**src/rtl/hc_sr04_echo_emulator.sv**
```systemverilog
// HC-SR04 sensor-side emulator: answers a controller's trigger with an echo pulse whose width encodes an APB-programmed distance.
// Optional build macro HC_SR04_ECHO_EMU_IRQ_EN adds the done flag, CTRL.IRQ_EN and the irq output.
//
// state     | meaning
// ----------+---------------------------------------------------------
// S_IDLE    | waiting for a synchronised trigger rise with EN set
// S_TRIG_HI | trigger high, measuring its width in us (saturating)
// S_BURST   | emulated ultrasonic burst delay before the echo rises
// S_ECHO    | echo driven high for the latched length
module hc_sr04_echo_emulator #(
    parameter int CLK_FREQ    = 100_000_000,
    parameter int US_PER_CM   = 58,
    parameter int BURST_US    = 200,
    parameter int MIN_TRIG_US = 10,
    parameter int MAX_CM      = 400,
    parameter int TIMEOUT_US  = 38000
) (
    input  logic        PCLK,
    input  logic        PRESET,
    input  logic [31:0] PADDR,
    input  logic        PWRITE,
    input  logic        PSEL,
    input  logic        PENABLE,
    input  logic [31:0] PWDATA,
    output logic [31:0] PRDATA,
    output logic        PREADY,
    input  logic        trigger,
    output logic        echo
`ifdef HC_SR04_ECHO_EMU_IRQ_EN
    ,
    output logic        irq
`endif
);

    localparam int          CYC_PER_US = CLK_FREQ / 1_000_000;
    localparam logic [15:0] PRE_RELOAD = 16'(CYC_PER_US - 1);
    localparam logic [15:0] MIN_US     = 16'(MIN_TRIG_US);
    localparam logic [15:0] BURST_LOAD = 16'(BURST_US - 1);

    typedef enum logic [1:0] {
        S_IDLE,
        S_TRIG_HI,
        S_BURST,
        S_ECHO
    } state_t;

    state_t      state_q, state_d;
    logic        trig_s1, trig_s2, trig_s3;
    logic        trig_rise, trig_fall;
    logic        ctrl_en;
    logic [8:0]  dist_cm;
    logic        short_trig;
    logic [7:0]  trig_cnt;
    logic [15:0] len_q;
    logic [15:0] pre_cnt;
    logic [15:0] us_cnt;
    logic        pre_tick;
    logic        trig_long;
    logic        inc_cnt;
    logic        set_short;
    logic        dist_ok;
    logic [15:0] dist_len;
    logic [15:0] echo_len;
    logic        apb_access;
    logic        apb_wr;
    logic [3:0]  addr;
    logic        wr_ctrl;
    logic        wr_dist;
    logic        clr;
    logic [31:0] rdata;
    logic        unused_bits;

    assign unused_bits = &{1'b0, PADDR[31:4], PWDATA[31:9]};

    assign apb_access = PSEL & PENABLE;
    assign apb_wr     = apb_access & PREADY & PWRITE;
    assign addr       = PADDR[3:0];
    assign wr_ctrl    = apb_wr && (addr == 4'h0);
    assign wr_dist    = apb_wr && (addr == 4'h4);
    assign clr        = wr_ctrl & PWDATA[1];

    assign trig_rise  = trig_s2 & ~trig_s3;
    assign trig_fall  = ~trig_s2 & trig_s3;

    assign pre_tick   = (pre_cnt == 16'd0);
    // Counting the tick of the current cycle makes a pulse of exactly MIN_TRIG_US acceptable.
    assign trig_long  = (us_cnt >= MIN_US) || ((us_cnt == MIN_US - 16'd1) && pre_tick);

    assign dist_ok    = (dist_cm >= 9'd2) && (dist_cm <= 9'(MAX_CM));
    assign dist_len   = 16'(dist_cm) * 16'(US_PER_CM);
    assign echo_len   = dist_ok ? dist_len : 16'(TIMEOUT_US);

`ifdef HC_SR04_ECHO_EMU_IRQ_EN
    logic irq_en;
    logic done;
    logic done_set;
    logic wr_status;

    assign wr_status = apb_wr && (addr == 4'h8);
    assign done_set  = (state_q == S_ECHO) && (state_d == S_IDLE) && ctrl_en;
    assign irq       = done & irq_en;

    always_ff @(posedge PCLK) begin
        if (!PRESET) begin
            irq_en <= 1'b0;
            done   <= 1'b0;
        end else begin
            if (wr_ctrl) irq_en <= PWDATA[2];
            if (done_set) done <= 1'b1;
            else if (clr || (wr_status && PWDATA[2])) done <= 1'b0;
        end
    end
`endif

    always_ff @(posedge PCLK) begin
        if (!PRESET) begin
            trig_s1 <= 1'b0;
            trig_s2 <= 1'b0;
            trig_s3 <= 1'b0;
        end else begin
            trig_s1 <= trigger;
            trig_s2 <= trig_s1;
            trig_s3 <= trig_s2;
        end
    end

    always_comb begin
        state_d   = state_q;
        inc_cnt   = 1'b0;
        set_short = 1'b0;
        case (state_q)
            S_IDLE: begin
                if (trig_rise) state_d = S_TRIG_HI;
            end
            S_TRIG_HI: begin
                if (trig_fall) begin
                    if (trig_long) begin
                        state_d = S_BURST;
                        inc_cnt = 1'b1;
                    end else begin
                        state_d   = S_IDLE;
                        set_short = 1'b1;
                    end
                end
            end
            S_BURST: begin
                if (pre_tick && (us_cnt == 16'd0)) state_d = S_ECHO;
            end
            S_ECHO: begin
                if (pre_tick && (us_cnt == 16'd0)) state_d = S_IDLE;
            end
            default: state_d = S_IDLE;
        endcase
        // Dropping EN aborts whatever is in progress without counting it.
        if (!ctrl_en) begin
            state_d   = S_IDLE;
            inc_cnt   = 1'b0;
            set_short = 1'b0;
        end
    end

    always_ff @(posedge PCLK) begin
        if (!PRESET) begin
            state_q <= S_IDLE;
            echo    <= 1'b0;
            pre_cnt <= 16'd0;
            us_cnt  <= 16'd0;
            len_q   <= 16'd0;
        end else begin
            state_q <= state_d;
            echo    <= (state_d == S_ECHO);
            if ((state_d == S_BURST) && (state_q != S_BURST)) len_q <= echo_len;
            if (state_d != state_q) begin
                pre_cnt <= PRE_RELOAD;
                case (state_d)
                    S_BURST: us_cnt <= BURST_LOAD;
                    S_ECHO:  us_cnt <= len_q - 16'd1;
                    default: us_cnt <= 16'd0;
                endcase
            end else begin
                pre_cnt <= pre_tick ? PRE_RELOAD : pre_cnt - 16'd1;
                case (state_q)
                    S_TRIG_HI: if (pre_tick && (us_cnt < MIN_US)) us_cnt <= us_cnt + 16'd1;
                    S_BURST, S_ECHO: if (pre_tick && (us_cnt != 16'd0)) us_cnt <= us_cnt - 16'd1;
                    default: ;
                endcase
            end
        end
    end

    always_ff @(posedge PCLK) begin
        if (!PRESET) begin
            ctrl_en    <= 1'b0;
            dist_cm    <= 9'd0;
            short_trig <= 1'b0;
            trig_cnt   <= 8'd0;
        end else begin
            if (wr_ctrl) ctrl_en <= PWDATA[0];
            if (wr_dist) dist_cm <= PWDATA[8:0];
            if (clr) begin
                short_trig <= 1'b0;
                trig_cnt   <= 8'd0;
            end else begin
                if (set_short) short_trig <= 1'b1;
                if (inc_cnt) trig_cnt <= trig_cnt + 8'd1;
            end
        end
    end

    always_comb begin
        rdata = 32'd0;
        case (addr)
            4'h0: begin
                rdata[0] = ctrl_en;
`ifdef HC_SR04_ECHO_EMU_IRQ_EN
                rdata[2] = irq_en;
`endif
            end
            4'h4: rdata[8:0] = dist_cm;
            4'h8: begin
                rdata[0]    = (state_q != S_IDLE);
                rdata[1]    = short_trig;
`ifdef HC_SR04_ECHO_EMU_IRQ_EN
                rdata[2]    = done;
`endif
                rdata[15:8] = trig_cnt;
            end
            default: rdata = 32'd0;
        endcase
    end

    // One wait state: PREADY rises on the second access cycle, read data lands with it.
    always_ff @(posedge PCLK) begin
        if (!PRESET) begin
            PREADY <= 1'b0;
            PRDATA <= 32'd0;
        end else begin
            PREADY <= apb_access & ~PREADY;
            PRDATA <= (apb_access & ~PREADY & ~PWRITE) ? rdata : 32'd0;
        end
    end

endmodule

```
**config.mk**
```make
export PLATFORM = sky130hd
export DESIGN_NAME = hc_sr04_echo_emulator
export DESIGN_NICKNAME = d
export VERILOG_FILES = /design/src/rtl/hc_sr04_echo_emulator.sv
export SDC_FILE = /design/constraint.sdc
export NUM_CORES = 1
export LEC_CHECK = 0
export CORE_AREA = 5 5 116 118
export DETAILED_ROUTE_END_ITERATION = 8
export DIE_AREA = 0 0 121 123
export PLACE_DENSITY = 0.74
export SLEW_MARGIN = 40
export SYNTH_ARGS = -nofsm -noshare
export SYNTH_HDL_FRONTEND = slang
export SYNTH_SLANG_ARGS = --single-unit
```
**constraint.sdc**
```tcl
create_clock -name PCLK -period 3.4 [get_ports PCLK]
set_input_delay 0.68 -clock PCLK [delete_from_list [all_inputs] [get_ports PCLK]]
set_output_delay 0.68 -clock PCLK [all_outputs]
set_load 0.01 [all_outputs]
```
==> summary.txt <==
first-pass iteration count of the detailed router = 5
Hold Crit Class = flop to flop
Post-synth EDFFs = 0
footprint of the multi-input gates = 3900 um2
initial antenna violation count = 0
largest net degree at the start of global routing = 33
endpoints failing hold = 0
drt drc = 0
die width = 121 um
# nets final = 866
I/O Buffers = 36
GPL Wtd Cong = 0.867
Required @ worst endpoint = 3630 ps
Max-cap violations = 0
commonest non-fill, non-tap cell in the layout = dfxtp_1
# diodes = 0
Synth top area share = 30.2%
vias in the first global route = 4848
CTS Root Cell = clkbuf_16
Syn Inst Count = 671
CP bufs+invs = 1
First DRT Iteration DRCs = 316
Avg Synthesized Cell Area = 8.79 um2
clk slew on worst S/H paths = 70 ps
distinct cell type count after synthesis = 68
post-synthesis simple-gate area fraction = 20.9%
top-level port count = 104
Die Y = 123 um
Clock Sinks = 89
drt wl/cell = 14.3 um
combinational family with the most area after synthesis = simple AND/OR/NAND/NOR gates
Mapped Area = 5900 um2
largest fanout on the critical path = 3
Final WS setup = 58.2 ps
Vias = 4777
Via density = 5.30
commonest non-fill, non-tap cells in the layout = dfxtp_1, nor2_1, ha_1
worst-skew pair later-pin latency = 340 ps
Synth Area in XOR/XNOR = 7.27%
Initial Util = 47.7%
worst setup path category = flop to flop
Setup crit start kind = flop
Placement Setup Slack = -135 ps
worst path cell trace = buf_4, fa_1, ha_1, ha_1, ha_1, a21oi_1, o211ai_1, o41ai_2, o21ai_1, xor2_1, a22oi_1, nor2b_1
Storage cell area = 1790 um2
die area = 14900 um2
highest clock rate = 0.299 GHz
FF+latch count, synth = 89
outcome = finished, final reports clean
first-pass GRT wire length = 22.2 mm
total congestion overflow = 0
Leak = 2.95 nW
CTS tree = yes
adder-cell area share of the yosys netlist = 16.8%
Seq/Total Area, Yosys = 30.2%
Post-DRT Antenna Nets = 0
mux cell area share after synthesis = 2.21%
hold buffer count at cts = 0
final cycle utilization of the critical path = 98.3%
Final Setup Violations = 0
CP top delay family = adder cells
hpwl dp = 9.80 mm
Synth Area in Compound Gates = 16.4%
VDD IR max = 0.348 mV
Setup Skew = 9.18 ps
Worst-Margin Slew = 743 ps
critical path arrival = 3570 ps
Rows = 41
Max Slew Vio Count = 0
Ys Warns = 0
All-Layer GR Usage = 18.1%
Area growth syn-to-layout = 18.1%
cts bufs inserted = 9
top_reg_cell synth = dfxtp_1
TNS Setup = 0 ps
Synth area leader = dfxtp_1
Synth area leaders = dfxtp_1, ha_1, fa_1
CP most frequent cell = ha_1
max incr delay on CP = 430 ps
fraction of registers with async set/reset = 0%
Tot Pwr = 2.86 mW
Final min period = 3340 ps
Power Density = 410 nW/um2
CTS Buffer Depth = 2
# H-tree levels = 3
Worst slew margin = 49.8%
final wirelength = 12.9 mm
share of cells above drive strength 1 = 12.2%
slowest stage cell on the critical path = fa_1
Worst Setup End Kind = flop
Filler Cells Inserted = 1072
core area = 12400 um2
RSZ-0062 raised after global routing = true
path summary, 6_finish.rpt:
path / slack [ps] / cells after the start / start / end
worst min-delay path: 450 / 1 / trig_s1 / trig_s2
worst max-delay path: 60 / 12 / dist_cm[2] / len_q[13]
worst max register to register: 60 / 12 / dist_cm[2] / len_q[13]
worst min register to register: 450 / 1 / trig_s1 / trig_s2
per-layer routing:
metal	vias up	GRT usage, %	share of wire, %
met2	94	32.9	52
met1	2244	21.5	43
met3	17	4.03	3.7
met5	-	0	0
met4	0	4.53	1.4
li1	2422	-	-
kinds of logic after synthesis:
kind of cell	Yosys count
buffers and inverters	76
AND/OR/NAND/NOR	224
XOR/XNOR	49
multiplexers	13
flip-flops	89
adder cells (fa/ha/maj)	71
other	1
AO/OA/AOI/OAI	148
state kept, by name, summed over array words and instances, names as in the netlist:
| register | flops |
|---|---|
| ctrl_en | 1 |
| trig_cnt | 8 |
| pre_cnt | 16 |
| trig_s2 | 1 |
| trig_s3 | 1 |
| us_cnt | 16 |
| PREADY | 1 |
| len_q | 15 |
| trig_s1 | 1 |
| short_trig | 1 |
| PRDATA | 16 |
| dist_cm | 9 |
| state_q | 2 |
| echo | 1 |
through the flow:
step	util, %	hold WS [ps]	instances	area, um2
floorplan	-	412	686	5960
global placement	52.8	426	884	6530
detailed placement	52.8	439	884	6530
CTS	55.7	453	900	6890
global route	56.4	471	902	6970
finish	56.4	447	902	6970
where the power goes:
| group | total (mW) | switching (mW) | internal [mW] |
|---|---|---|---|
| combinational | 0.534 | 0.288 | 0.246 |
| sequential | 1.22 | 0.0977 | 1.12 |
| clock | 1.11 | 0.448 | 0.660 |
timing repair:
| item | 4_1_cts | 5_1_grt |
|---|---|---|
| endpoints found under the setup margin | 3 | 3 |
| pin swaps | 0 | 17 |
| resized for setup | 4 | 19 |
| buffers inserted | 0 | 2 |
cell usage after synthesis, types with 4 or more instances:
master	number
ha_1	57
a21o_1	6
or3_1	6
nor4_2	4
nor2_1	55
buf_4	18
a21oi_1	41
o21ai_0	34
dfxtp_1	89
mux2i_1	13
nand3_1	6
nor2b_1	24
nor4_1	7
a22oi_1	10
xor2_1	19
xnor2_1	30
clkbuf_1	16
nand2_1	51
nand2b_1	7
o21ai_1	7
inv_1	39
fa_1	14
nor3_1	17
a21boi_0	5
and2_1	20
cell type report:
cell class	count	share of cell area, %
clock inverter	7	1.54
inverter	39	2.10
tap	172	3.09
multi-input combinational	521	56.0
timing repair buffer	65	8.35
clock buffer	9	3.23
sequential	89	25.7
worst reg2reg max path, cell delays in order, from the launching register on:
cell      delay (ps)
dfxtp_2          340
buf_4            150
fa_1             430
ha_1             290
ha_1             330
ha_1             320
a21oi_1          260
o211ai_1         160
o41ai_2          400
o21ai_1          140
xor2_1           190
a22oi_1          150
nor2b_1           60
Note: power is estimated with default switching activity, not from simulation.
